## src/rtl/div_seq_ctrl.sv

```systemverilog
// Sequential restoring divider for the ALU divide op (3'b100), one quotient bit per clock.
// Optional macro DIV_SEQ_EARLY_EXIT_EN: skip iterations when dividend < divisor.
module div_seq_ctrl #(
  parameter int WIDTH = 4
) (
  input  logic             clk,
  input  logic             rst_n,
  input  logic             start,
  input  logic [2:0]       op,
  input  logic [WIDTH-1:0] dividend,
  input  logic [WIDTH-1:0] divisor,
  output logic             busy,
  output logic             done,
  output logic [WIDTH-1:0] quotient,
  output logic [WIDTH-1:0] remainder,
  output logic             err
);

  localparam logic [2:0] OP_DIV = 3'b100;
  localparam int         CNT_W  = $clog2(WIDTH + 1);

  typedef enum logic [1:0] {IDLE, CHECK, ITER, DONE} state_e;

  state_e             state_q, state_d;
  logic [WIDTH-1:0]   dvd_q, dvd_d;
  logic [WIDTH-1:0]   dvs_q, dvs_d;
  logic [WIDTH:0]     part_q, part_d;
  logic [CNT_W-1:0]   cnt_q, cnt_d;
  logic [WIDTH-1:0]   quotient_q, quotient_d;
  logic [WIDTH-1:0]   remainder_q, remainder_d;
  logic               err_q, err_d;

  // Quotient bits are shifted into the vacated low end of the dividend register.
  logic [WIDTH+1:0]   shifted;
  logic               ge;
  logic [WIDTH:0]     part_step;

  assign shifted   = {part_q, dvd_q[WIDTH-1]};
  assign ge        = shifted >= (WIDTH+2)'(dvs_q);
  assign part_step = ge ? (WIDTH+1)'(shifted - (WIDTH+2)'(dvs_q)) : shifted[WIDTH:0];

  always_comb begin
    state_d     = state_q;
    dvd_d       = dvd_q;
    dvs_d       = dvs_q;
    part_d      = part_q;
    cnt_d       = cnt_q;
    quotient_d  = quotient_q;
    remainder_d = remainder_q;
    err_d       = err_q;

    case (state_q)
      IDLE: begin
        if (start && (op == OP_DIV)) begin
          dvd_d       = dividend;
          dvs_d       = divisor;
          part_d      = '0;
          cnt_d       = CNT_W'(WIDTH);
          quotient_d  = '0;
          remainder_d = '0;
          err_d       = 1'b0;
          state_d     = CHECK;
        end
      end
      CHECK: begin
        if (dvs_q == '0) begin
          err_d       = 1'b1;
          quotient_d  = '0;
          remainder_d = dvd_q;
          state_d     = DONE;
        end
`ifdef DIV_SEQ_EARLY_EXIT_EN
        else if (dvd_q < dvs_q) begin
          quotient_d  = '0;
          remainder_d = dvd_q;
          state_d     = DONE;
        end
`endif
        else begin
          state_d = ITER;
        end
      end
      ITER: begin
        dvd_d  = {dvd_q[WIDTH-2:0], ge};
        part_d = part_step;
        cnt_d  = cnt_q - 1'b1;
        if (cnt_q == CNT_W'(1)) begin
          quotient_d  = {dvd_q[WIDTH-2:0], ge};
          remainder_d = part_step[WIDTH-1:0];
          state_d     = DONE;
        end
      end
      DONE: begin
        state_d = IDLE;
      end
      default: begin
        state_d = IDLE;
      end
    endcase
  end

  always_ff @(posedge clk or negedge rst_n) begin
    if (!rst_n) begin
      state_q     <= IDLE;
      dvd_q       <= '0;
      dvs_q       <= '0;
      part_q      <= '0;
      cnt_q       <= '0;
      quotient_q  <= '0;
      remainder_q <= '0;
      err_q       <= 1'b0;
    end else begin
      state_q     <= state_d;
      dvd_q       <= dvd_d;
      dvs_q       <= dvs_d;
      part_q      <= part_d;
      cnt_q       <= cnt_d;
      quotient_q  <= quotient_d;
      remainder_q <= remainder_d;
      err_q       <= err_d;
    end
  end

  assign busy      = (state_q != IDLE);
  assign done      = (state_q == DONE);
  assign quotient  = quotient_q;
  assign remainder = remainder_q;
  assign err       = err_q;

endmodule

```

## config.mk

```make
export PLATFORM = sky130hd
export DESIGN_NAME = div_seq_ctrl
export DESIGN_NICKNAME = d
export VERILOG_FILES = /design/src/rtl/div_seq_ctrl.sv
export SDC_FILE = /design/constraint.sdc
export NUM_CORES = 1
export LEC_CHECK = 0
export ABC_AREA = 1
export BUFFER_PORTS_ARGS = -buffer_cell sky130_fd_sc_hd__clkbuf_2
export CORE_UTILIZATION = 60
export DETAILED_ROUTE_END_ITERATION = 7
export GPL_TIMING_DRIVEN = 0
export PLACE_DENSITY = 0.84
export SLEW_MARGIN = 20
export SYNTH_ARGS = -nofsm -noshare
export SYNTH_HDL_FRONTEND = slang
export SYNTH_SLANG_ARGS = --single-unit
```

## constraint.sdc

```tcl
create_clock -name clk -period 5.14 [get_ports clk]
set_input_delay 1.028 -clock clk [delete_from_list [all_inputs] [get_ports clk]]
set_output_delay 1.028 -clock clk [all_outputs]
set_load 0.02 [all_outputs]
```

# Word level (Yosys, flattened, before mapping)
# Index checks and enable logic that the tools add are counted.
[word_totals]
ff_bits = 27
output_inout_bits = 11
wordCells = 52
[op_classes]
n_reduce_logical = 12
add_sub_neg = 2
order_cmp = 1
n_eq_ne = 8
muxes = 21
[op_table]
columns = ["operator", "count"]
rows = [
  ["4-bit 2-to-1 mux", 6],
  ["4-bit case mux with 3 select lines", 2],
  ["5-bit 2-to-1 mux", 2],
  ["5-bit case mux with 2 select lines", 1],
  ["2-bit case mux with 4 select lines", 1],
  ["4-bit case mux with 2 select lines", 1],
  ["6-bit by 4-bit greater-or-equal comparator with 1-bit output", 1],
  ["2-bit != test (second input constant)", 3],
  ["3-bit case mux with 2 select lines", 1],
  ["2-bit AND reduction", 3],
  ["2-bit nonzero test", 3],
  ["5-bit by 4-bit subtractor with 5-bit output", 1],
  ["2-bit equality test (second input constant)", 2],
  ["4-bit zero test", 1],
  ["2-bit 2-to-1 mux", 2],
  ["4-bit AND reduction", 1],
  ["3-bit by 1-bit equality test with 1-bit output (second input constant)", 1],
  ["3-bit equality test (second input constant)", 1],
  ["1-bit 2-to-1 mux", 3],
  ["3-bit 2-to-1 mux", 1],
  ["3-bit AND reduction", 1],
  ["3-bit nonzero test", 1],
  ["3-bit by 1-bit subtractor with 3-bit output (second input constant)", 1],
  ["2-bit by 1-bit equality test with 1-bit output (second input constant)", 1],
  ["3 further kinds", 3],
]

# Logic depth before layout (Yosys ltp)
[logic_depth]
depth_word = 4
ltp_mapped = 12

# Least setup slack after synthesis
# No wires, ideal clock.
[synth_path]
path_kind = "register to output"
from = "reg state_q[0]"
to = "out busy"
arrival_time_ns = 0.973
stages_incl_launch_ff = 4
slack_ns = 3.139
required_time_ns = 4.112
n_path_buf = 0
path_cell_list = "dfrtp_1 -> inv_1 -> ha_1 -> inv_1"
[synth_between]
elab_chain_len = 1
[synth_lines]
columns = ["element", "line_no", "source"]
rows = [
  ["start: declaration", "24", "state_e state_q, state_d;"],
  ["start signal: assignment", "113", "state_q <= state_d;"],
  ["2-bit nonzero test", "124", "assign busy = (state_q != IDLE);"],
  ["end: declaration", "12", "output logic busy,"],
]
# No other way between the ends.

# Worst setup path in the final report
# Ends and elaborated chain as after synthesis.

==> results.sh <==
export IMPL_first_pass_iters=4
export IMPL_dr_total_vias=1310
export IMPL_syn_num_nets=206
export IMPL_die_h_um=53.32
export IMPL_synth_edf_count=0
export IMPL_syn_area_um2=1580
export IMPL_multi_input_area_um2=777.0
export IMPL_wl_um=3169
export IMPL_layout_min_cycle_time_ns=2.534
export IMPL_die_x_um=53.32
export IMPL_rrSetupSlack_ns=3.26
export IMPL_crit_type="flop to output pin"
export IMPL_nFillCells=193
export IMPL_area_growth_pct=11.88
export IMPL_path_clk_slew_ns=0.16
export IMPL_end_kind="output pin"
export IMPL_min_path_cells=2
export IMPL_vdd_ir_drop_max_v=0.0004371
export IMPL_antenna_found_initial=0
export IMPL_ios=25
export IMPL_track_usage=0.2673
export IMPL_n_antenna_cell=0
export IMPL_internal_power_uw=614.7
export IMPL_drt_iter0_drc=33
export IMPL_worst_pin_slew_ns=0.6847
export IMPL_fin_crit_sh=0.4929
export IMPL_drtAntennaViolNets=0
export IMPL_ys_warn_count=0
export IMPL_grt_pass1_vias=1281
export IMPL_overflow=0
export IMPL_pwr_share_clk=0.077
export IMPL_holdPathEnd="remainder[2]"
export IMPL_critPathArrivalTime_ns=1.51
export IMPL_power_switching_uw=642.3
export IMPL_start_util=0.6379
export IMPL_nets=235
export IMPL_avgSynthCellArea_um2=8.731
export IMPL_r2r_start="dvd_q[3]"
export IMPL_cp_max_fo=6
export IMPL_cts_root_buffer="clkbuf_4"
export IMPL_syn_instance_count=181
export IMPL_rows=18
export IMPL_rsz0062_at_grt="false"
export IMPL_status="finished clean"
export IMPL_fmax_mhz=394.7
export IMPL_combPwrFrac=0.630
export IMPL_clk_latency_ns=0.33
export IMPL_gp_congestion=0.8598
export IMPL_avgViaCountPerCell=5.481
export IMPL_grt_pass1_wl_um=5444
export IMPL_dp_hpwl_um=2492
export IMPL_instances_no_fill=239
export IMPL_drv_slew=0
export IMPL_max_cap_violations=0
export IMPL_dp_cells=235
export IMPL_drive_above_1_share=0.2679
export IMPL_synth_seq_cells=27
export IMPL_skew_ns=0.007216
export IMPL_cts_tree="built"
export IMPL_core_area_um2=2477
export IMPL_hold_violations=0
export IMPL_grt_max_degree=28
export IMPL_slew_headroom=0.5435
export IMPL_die_area_um2=2843
export IMPL_hp_class="flop to flop"
export IMPL_seqPwrFrac=0.293
export IMPL_ctsLongestPathBuffers=2
export IMPL_seq_area_um2=675.6
export IMPL_required_ns=4.11
export IMPL_finalSetupViolations=0
export IMPL_total_power_uw=1257
export IMPL_p_leak_uw=0.0009233
export IMPL_cts_buffers=3
export IMPL_power_density_nw_per_um2=711.0
export IMPL_tns_ns=0
export IMPL_cts_sinks=27
export IMPL_ctsResizeCount=0
export IMPL_hp_start="remainder[2]"
export IMPL_cts_max_level=1
export IMPL_worst_r2r_path_depth=11
export IMPL_async_flop_share=1.000
export IMPL_postCtsHoldBufs=0
export IMPL_p_sw_frac=0.5110
export IMPL_routedWlPerCell_um=13.26
export IMPL_synth_cell_types=34
export IMPL_ys_seq_area_frac=0.4276
export IMPL_drc=0
export IMPL_worstReg2RegEnd="remainder[3]"
export IMPL_cp_start_kind="flop"
export IMPL_post_cts_setup_buffer_count=0
export IMPL_portBuffers=24
export IMPL_synth_ff_type="dfrtp_1"
[routing by layer]
metal  wire length (um)  track usage
met1               1374       0.3170
met2               1649       0.4896
met3                 88      0.02586
met4                 57      0.09649
met5                  0            0
[state kept, by name, indices dropped and copies added (netlist names)]
register   flops
remainder      4
err            1
state_q        2
dvs_q          4
quotient       4
dvd_q          4
part_q         5
cnt_q          3
[stage by stage]
| step | worst slack, ns | cell area, um2 | utilization | hold slack (ns) |
|---|---|---|---|---|
| after floorplan | 3.139 | 1580 | - | 0.4531 |
| after global placement | 3.033 | 1738 | 0.7015 | 0.4645 |
| after detailed placement | 3.000 | 1738 | 0.7015 | 0.4677 |
| after CTS | 2.616 | 1768 | 0.7136 | 0.5064 |
| after global routing | 2.492 | 1768 | 0.7136 | 0.5214 |
| final | 2.606 | 1768 | 0.7136 | 0.5035 |
[cells in the mapped netlist, types with 2 or more instances]
cell       n  share of area
a21oi_1    2         0.0063
a31oi_1    2         0.0079
dfrtp_1   27           0.43
ha_1      10          0.079
inv_1     20          0.048
inv_2      4         0.0095
nand2_1   50           0.12
nand2_4    3          0.021
nand3_1    9          0.029
nand3_2    2          0.013
nor2_1     2         0.0048
nor2_2     6          0.024
nor2_4     2          0.014
o21ai_0    6          0.019
o21ai_1   12          0.038
o21ai_2    2          0.011
o221ai_1   2          0.011
o31ai_1    3          0.014
xor2_1     2          0.011
[cell type report]
type	instances	area share
Inverter	27	0.06157
Multi-Input combinational cell	125	0.4395
Sequential cell	27	0.3822
Clock buffer	3	0.01274
Tap cell	30	0.02123
Timing Repair Buffer	24	0.06794
Buffer	2	0.01062
Clock inverter	1	0.004246
[power by group through the flow]
stage               Sequential (uW)  Clock, uW  Combinational (uW)
finish                          368       97.1                 792
global route                    380        105                 879
CTS                             367       97.3                 791
detailed placement              372          0                 787
global placement                365          0                 745
floorplan                       384          0                 593
[worst max-delay path by stage]
stage,from,end,slack (ns),depth (start not counted)
after floorplan,state_q[0],busy,3.14,3
after global placement,state_q[0],busy,3.03,4
after detailed placement,state_q[0],busy,3.00,4
after CTS,state_q[0],busy,2.62,4
after global routing,state_q[1],busy,2.49,4
final,state_q[0],busy,2.61,4
[worst max-delay path, cell delays in order, from the launching register on]
cell and delay, ns:
dfrtp_1 0.44, inv_1 0.12, ha_1 0.38, inv_1 0.07, clkbuf_2 0.16
[cells by family (layout without fill, tap and decap cells)]
logic type,Yosys count,count (layout),share of synthesized area
flops,27,27,0.4276
buf+inv,29,57,0.08076
compound gates,32,32,0.1275
simple gates,79,79,0.2557
fa+ha+maj,11,11,0.09185
xor+xnor,3,3,0.01663
[layout by cell type (no fill, tap or decap), types with 3 or more instances in the layout]
cell type and n:
ha_1 10, o21ai_0 6, inv_1 20, nor2_2 6
dfrtp_1 27, o21ai_1 12, inv_2 4, clkbuf_2 24
nand2_1 50, nand2_4 3, o31ai_1 3, clkbuf_4 3
nand3_1 9
Note: power is estimated with default switching activity, not from simulation.
